[src/rtl/hazard_scoreboard_pkg.sv]
// Shared types for the hazard scoreboard: operand-check selects, stall causes
// and the default register index width.
package hazard_scoreboard_pkg;

    localparam int SB_ALEN = 5;

    typedef enum logic [1:0] {
        CHK_NONE    = 2'd0,
        CHK_RS1     = 2'd1,
        CHK_RS2     = 2'd2,
        CHK_RS1_RS2 = 2'd3
    } check_regs_t;

    typedef enum logic [1:0] {
        SRC_NONE     = 2'd0,
        SRC_RAW      = 2'd1,
        SRC_FULL     = 2'd2,
        SRC_LATE_WAW = 2'd3
    } stall_src_t;

endpackage

[src/rtl/hazard_scoreboard_sb_entry.sv]
// One architectural register's in-flight write tracking: pending-write count
// plus a flag saying the youngest pending result is not yet bypassable.
module sb_entry #(
    parameter int MAX_PEND = 3,
    parameter int CW       = $clog2(MAX_PEND + 1)
) (
    input  logic i_clk,
    input  logic i_rst_n,
    input  logic i_issue,
    input  logic i_issue_late,
    input  logic i_retire,
    input  logic i_late_done,
    input  logic i_flush,
    output logic o_pend,
    output logic o_full,
    output logic o_late,
    output logic o_err
);
    localparam logic [CW-1:0] FULL_CNT = CW'(MAX_PEND);
    localparam logic [CW-1:0] ONE_CNT  = CW'(1);

    logic [CW-1:0] cnt_q, cnt_d;
    logic          late_q, late_d;
    logic          dec;

    always_comb begin
        cnt_d  = cnt_q;
        late_d = late_q;
        o_err  = 1'b0;
        dec    = i_retire && (cnt_q != '0);
        if (i_flush) begin
            cnt_d  = '0;
            late_d = 1'b0;
        end else begin
            // A simultaneous issue and retire leave the count where it was.
            case ({i_issue, dec})
                2'b10:   if (cnt_q != FULL_CNT) cnt_d = cnt_q + ONE_CNT;
                2'b01:   cnt_d = cnt_q - ONE_CNT;
                default: cnt_d = cnt_q;
            endcase
            if (i_issue)
                late_d = i_issue_late;
            else if (i_late_done || (dec && cnt_q == ONE_CNT))
                late_d = 1'b0;
            o_err = (i_retire && cnt_q == '0) || (i_late_done && !late_q);
        end
    end

    always_ff @(posedge i_clk or negedge i_rst_n) begin
        if (!i_rst_n) begin
            cnt_q  <= '0;
            late_q <= 1'b0;
        end else begin
            cnt_q  <= cnt_d;
            late_q <= late_d;
        end
    end

    assign o_pend = (cnt_q != '0);
    assign o_full = (cnt_q == FULL_CNT);
    assign o_late = late_q;

endmodule

[src/rtl/hazard_scoreboard.sv]
// ID-stage RAW hazard scoreboard: per-register in-flight write tracking,
// stall/forward decisions for two source operands, and stall statistics.
module hazard_scoreboard
    import hazard_scoreboard_pkg::*;
#(
    parameter int NREGS    = 32,
    parameter int ALEN     = SB_ALEN,
    parameter int MAX_PEND = 3,
    parameter int FWD_EN   = 1,
    parameter int TIMEOUT  = 64
) (
    input  logic            i_clk,
    input  logic            i_rst_n,
    input  logic            i_is_valid,
    input  logic [ALEN-1:0] i_rs1,
    input  logic [ALEN-1:0] i_rs2,
    input  logic [1:0]      i_check_regs,
    input  logic            i_issue,
    input  logic            i_issue_wr,
    input  logic [ALEN-1:0] i_issue_rd,
    input  logic            i_issue_late,
    input  logic            i_late_done,
    input  logic [ALEN-1:0] i_late_rd,
    input  logic            i_retire,
    input  logic [ALEN-1:0] i_retire_rd,
    input  logic            i_flush,
    output logic            o_stall,
    output stall_src_t      o_stall_src,
    output logic            o_fwd_rs1,
    output logic            o_fwd_rs2,
    output logic [15:0]     o_stall_cnt,
    output logic            o_timeout,
    output logic            o_err
);
    localparam logic          FWD     = (FWD_EN != 0);
    localparam int            TW      = $clog2(TIMEOUT + 1);
    localparam logic [TW-1:0] TO_CNT  = TW'(TIMEOUT);

    logic [NREGS-1:0] pend_v, full_v, late_v, err_v;

    // x0 is hardwired: never pending, never late, never an error source.
    assign pend_v[0] = 1'b0;
    assign full_v[0] = 1'b0;
    assign late_v[0] = 1'b0;
    assign err_v[0]  = 1'b0;

    for (genvar gi = 1; gi < NREGS; gi++) begin : g_entry
        sb_entry #(.MAX_PEND(MAX_PEND)) u_entry (
            .i_clk        (i_clk),
            .i_rst_n      (i_rst_n),
            .i_issue      (i_issue && i_issue_wr && (i_issue_rd == ALEN'(gi))),
            .i_issue_late (i_issue_late),
            .i_retire     (i_retire && (i_retire_rd == ALEN'(gi))),
            .i_late_done  (i_late_done && (i_late_rd == ALEN'(gi))),
            .i_flush      (i_flush),
            .o_pend       (pend_v[gi]),
            .o_full       (full_v[gi]),
            .o_late       (late_v[gi]),
            .o_err        (err_v[gi])
        );
    end

    logic chk1, chk2, active, raw1, raw2, full, lwaw, stall;

    always_comb begin
        active = i_is_valid && i_rst_n;
        chk1   = (i_check_regs == CHK_RS1 || i_check_regs == CHK_RS1_RS2) && (i_rs1 != '0);
        chk2   = (i_check_regs == CHK_RS2 || i_check_regs == CHK_RS1_RS2) && (i_rs2 != '0);
        raw1   = chk1 && pend_v[i_rs1] && (!FWD || late_v[i_rs1]);
        raw2   = chk2 && pend_v[i_rs2] && (!FWD || late_v[i_rs2]);
        full   = i_issue_wr && (i_issue_rd != '0) && full_v[i_issue_rd];
        lwaw   = i_issue_wr && i_issue_late && late_v[i_issue_rd];
        stall  = active && (raw1 || raw2 || full || lwaw);

        o_stall     = stall;
        o_fwd_rs1   = active && chk1 && pend_v[i_rs1] && FWD && !late_v[i_rs1];
        o_fwd_rs2   = active && chk2 && pend_v[i_rs2] && FWD && !late_v[i_rs2];
        o_stall_src = SRC_NONE;
        if (stall) begin
            if (raw1 || raw2)
                o_stall_src = SRC_RAW;
            else if (full)
                o_stall_src = SRC_FULL;
            else
                o_stall_src = SRC_LATE_WAW;
        end
    end

    logic [15:0]   stall_cnt_q, stall_cnt_d;
    logic [TW-1:0] consec_q, consec_d;
    logic          timeout_q, timeout_d;
    logic          err_q, err_d;

    always_comb begin
        stall_cnt_d = stall_cnt_q;
        if (stall && stall_cnt_q != 16'hFFFF)
            stall_cnt_d = stall_cnt_q + 16'd1;
        consec_d = '0;
        if (stall)
            consec_d = (consec_q == TO_CNT) ? consec_q : consec_q + TW'(1);
        timeout_d = timeout_q || (consec_d == TO_CNT);
        err_d     = err_q || (|err_v);
    end

    always_ff @(posedge i_clk or negedge i_rst_n) begin
        if (!i_rst_n) begin
            stall_cnt_q <= '0;
            consec_q    <= '0;
            timeout_q   <= 1'b0;
            err_q       <= 1'b0;
        end else begin
            stall_cnt_q <= stall_cnt_d;
            consec_q    <= consec_d;
            timeout_q   <= timeout_d;
            err_q       <= err_d;
        end
    end

    assign o_stall_cnt = stall_cnt_q;
    assign o_timeout   = timeout_q;
    assign o_err       = err_q;

endmodule
[config.mk]
export PLATFORM = sky130hd
export DESIGN_NAME = hazard_scoreboard
export DESIGN_NICKNAME = d
export VERILOG_FILES = /design/src/rtl/hazard_scoreboard_pkg.sv /design/src/rtl/hazard_scoreboard_sb_entry.sv /design/src/rtl/hazard_scoreboard.sv
export SDC_FILE = /design/constraint.sdc
export NUM_CORES = 1
export LEC_CHECK = 0
export BUFFER_PORTS_ARGS = -buffer_cell sky130_fd_sc_hd__buf_2
export CAP_MARGIN = 20
export CORE_AREA = 2 2 145 175
export DETAILED_ROUTE_END_ITERATION = 8
export DIE_AREA = 0 0 147 177
export GPL_TIMING_DRIVEN = 0
export PLACE_DENSITY = 0.6
export SLEW_MARGIN = 15
export SYNTH_ARGS = -nofsm -noshare
export SYNTH_HDL_FRONTEND = slang
export SYNTH_SLANG_ARGS = --single-unit
[constraint.sdc]
create_clock -name i_clk -period 5.6 [get_ports i_clk]
set_input_delay 0 -clock i_clk [delete_from_list [all_inputs] [get_ports i_clk]]
set_output_delay 0 -clock i_clk [all_outputs]
set_load 0.02 [all_outputs]
==> results.yml <==
sta:
  fmax_mhz: 288
  hold_viol_final: 0
  rsz0062_at_grt: "no"
  drv_slew: 0
  max-slew-margin-rel: 0.362
  timing.final.crit_share: 0.620
  tns_ns: 0
  setup_viol: 0
  fin_crit_ns: 3.47
  final.setup.worst_slack_ns: 2.13
  skew_ns: 0.0132
  worstMarginPinSlew_ns: 0.957
global_route:
  grt_max_degree: 74
  grt_pass1_vias: 9650
  grt_use_total: 0.293
  antenna_found_initial: 0
  overflow: 0
  grt_pass1_wl_mm: 57.4
clock_tree:
  clk_latency_ns: 0.45
  cts_setup_buffers: 0
  cts_max_path_buffers: 2
  cts_tree: "yes"
  clk_pin_slew_ns: 0.06
  post_cts_resized: 0
  root_buffer: "clkbuf_16"
  clock-sinks: 118
  cts_hold_buf: 2
  htreeDepth: 4
  numCtsBuffers: 17
power_and_ir_drop:
  finalPower_mw: 2.49
  powerDensity_mw_per_mm2: 209
  leakagePower_nw: 4.83
  ir_drop_mv: 0.213
floorplan:
  die-area_sq_mm: 0.0260
  fp.dieH_microns: 177
  fp-row-count: 63
  core_area_sq_mm: 0.0244
  start_util: 0.433
  die_w_microns: 147
  ios: 59
route:
  vias_per_cell: 6.20
  ant_nets: 0
  firstDrtPassIters: 5
  routed_wl_mm: 37.1
  wl_per_cell_microns: 23.2
  drt_iter0_drc: 1003
  vias: 9927
  drcViolationCount: 0
placement:
  portBuffers: 46
  dp_cells: 1567
  pre_cts_ws_ns: 2.56
  gp_congestion: 1.02
  dp_hpwl_mm: 27.9
hold_path:
  min_path_type: "in -> async"
yosys:
  syn_area_per_cell_sq_um: 8.87
  yosysSeqAreaShare: 0.279
  synth_warnings: 0
  syn-num-nets: 1326
  syn-cell-area_sq_mm: 0.0106
  async_flop_share: 1.00
  synthFlopType: "dfrtp_1"
  ys_ff_latch: 118
  synth_edf_count: 0
  syn_inst: 1194
  ys_types: 78
critical_path:
  worstPathArrival_ns: 3.47
  critical_path_buf_inv_count: 2
  critPathRequiredTime_ns: 5.60
  crit_family: "compound AO/OA/AOI/OAI gates"
  path_cells: "ha_1 -> mux4_2 -> a32oi_1 -> nand3_1 -> o31a_1 -> a2111oi_4 -> nand2b_1 -> buf_6 -> a21oi_1 -> buf_2"
  crit_slowest_cell: "a2111oi_4"
  end_kind: "output pin"
  worstPathMaxFanout: 10
  crit_type: "reg -> out"
  crit_path_start_kind: "flop"
  cpPeakStageDelay_ns: 0.60
final_layout:
  drive_gt1_frac: 0.127
  diodes: 0
  nets: 1395
  fillerInstances: 2362
  multi_input_area_sq_mm: 0.00704
  postLayoutCoreUtil: 0.487
  final_cells: 1601
  regArea_sq_mm: 0.00295
  area_growth_pct: 12.3
flow_run:
  max-cap-violations: 0
status:
  outcome: "complete, no violations"
[cell type report]
type | instances | share of cell area
Timing Repair Buffer | 50 | 0.0248
Buffer | 61 | 0.0272
Multi-Input combinational cell | 941 | 0.592
Clock buffer | 21 | 0.0395
Sequential cell | 118 | 0.248
Clock inverter | 11 | 0.0105
Tap cell | 325 | 0.0342
Inverter | 74 | 0.0234
[Yosys cell counts (all sizes together), types with 10 or more instances]
| cell type | count | area (sq um) |
|---|---|---|
| a22oi | 20 | 169 |
| o21ai | 43 | 215 |
| nor2 | 146 | 551 |
| nor3b | 12 | 100 |
| mux2i | 44 | 440 |
| nor2b | 17 | 106 |
| nand2b | 17 | 106 |
| dfrtp | 118 | 2950 |
| a211oi | 43 | 323 |
| xor2 | 19 | 166 |
| buf | 18 | 163 |
| mux2 | 10 | 113 |
| ha | 96 | 1200 |
| nand2 | 81 | 304 |
| mux4 | 39 | 882 |
| nand4 | 11 | 68.8 |
| a21oi | 78 | 390 |
| inv | 74 | 278 |
| clkbuf | 43 | 161 |
| nand3 | 44 | 220 |
| xnor2 | 35 | 307 |
| nor3 | 62 | 310 |
[worst register-to-register path, cell delays in order (launching register included)]
cell	delay (ns)
dfrtp_1	0.42
ha_1	0.24
mux4_2	0.54
a32oi_1	0.23
nand3_1	0.10
o31a_1	0.34
a2111oi_4	0.60
buf_6	0.24
nor3_1	0.08
xor2_1	0.16
[report_power, final]
group	switching (mW)	internal [mW]
clock network	0.445	0.688
logic	0.288	0.156
registers	0.0346	0.880
[layer usage]
| metal | GRT usage | vias up | wire, microns |
|---|---|---|---|
| met4 | 0.171 | 0 | 2370 |
| li1 | - | 4488 | - |
| met1 | 0.369 | 4830 | 15200 |
| met3 | 0.0582 | 121 | 2850 |
| met2 | 0.469 | 488 | 16700 |
| met5 | 0 | - | 0 |
[flip-flops by register name, indices dropped and copies added (netlist names)]
register,flops
o_stall_cnt,16
g_entry.u_entry.o_late,31
o_err,1
consec_q,7
g_entry.u_entry.cnt_q,62
o_timeout,1
[cell families after synthesis]
logic type / share of synthesized area
XOR/XNOR: 0.0447
adder cells (fa/ha/maj): 0.113
multiplexers: 0.135
AO/OA/AOI/OAI: 0.162
buffers and inverters: 0.0568
flip-flops: 0.279
AND/OR/NAND/NOR: 0.209
[per-stage QoR]
stage,hold WS [ns],area [sq um]
3_5_place_dp,-0.0738,11300
3_3_place_gp,0.406,11200
2_1_floorplan,-0.296,10600
5_1_grt,0.0776,11900
4_1_cts,0.0409,11900
6_report,0.0468,11900
[cells in the final DEF, fill, tap and decap left out, drive strengths merged, types with 43 or more instances in the layout]
master  count
a211oi     43
nor2      146
dfrtp     118
a21oi      78
o21ai      43
nand3      44
clkbuf     64
mux2i      44
nand2      81
buf        66
nor3       62
inv        74
ha         96
[final timing paths]
kind	startpoint	end	slack [ns]	cells past startpoint
hold / removal	i_rst_n	o_stall_cnt[7]	0.05	2
min in group i_clk	i_issue_late	g_entry[14].u_entry.o_late	0.06	3
setup reg to reg	g_entry[20].u_entry.cnt_q[1]	o_stall_cnt[7]	2.53	9
max in group asynchronous	i_rst_n	g_entry[10].u_entry.o_late	4.81	3
hold reg to reg	o_timeout	o_timeout	0.46	2
setup / recovery	g_entry[20].u_entry.cnt_q[1]	o_stall_src[0]	2.13	10
No activity file was read; power rests on OpenSTA's default activity.
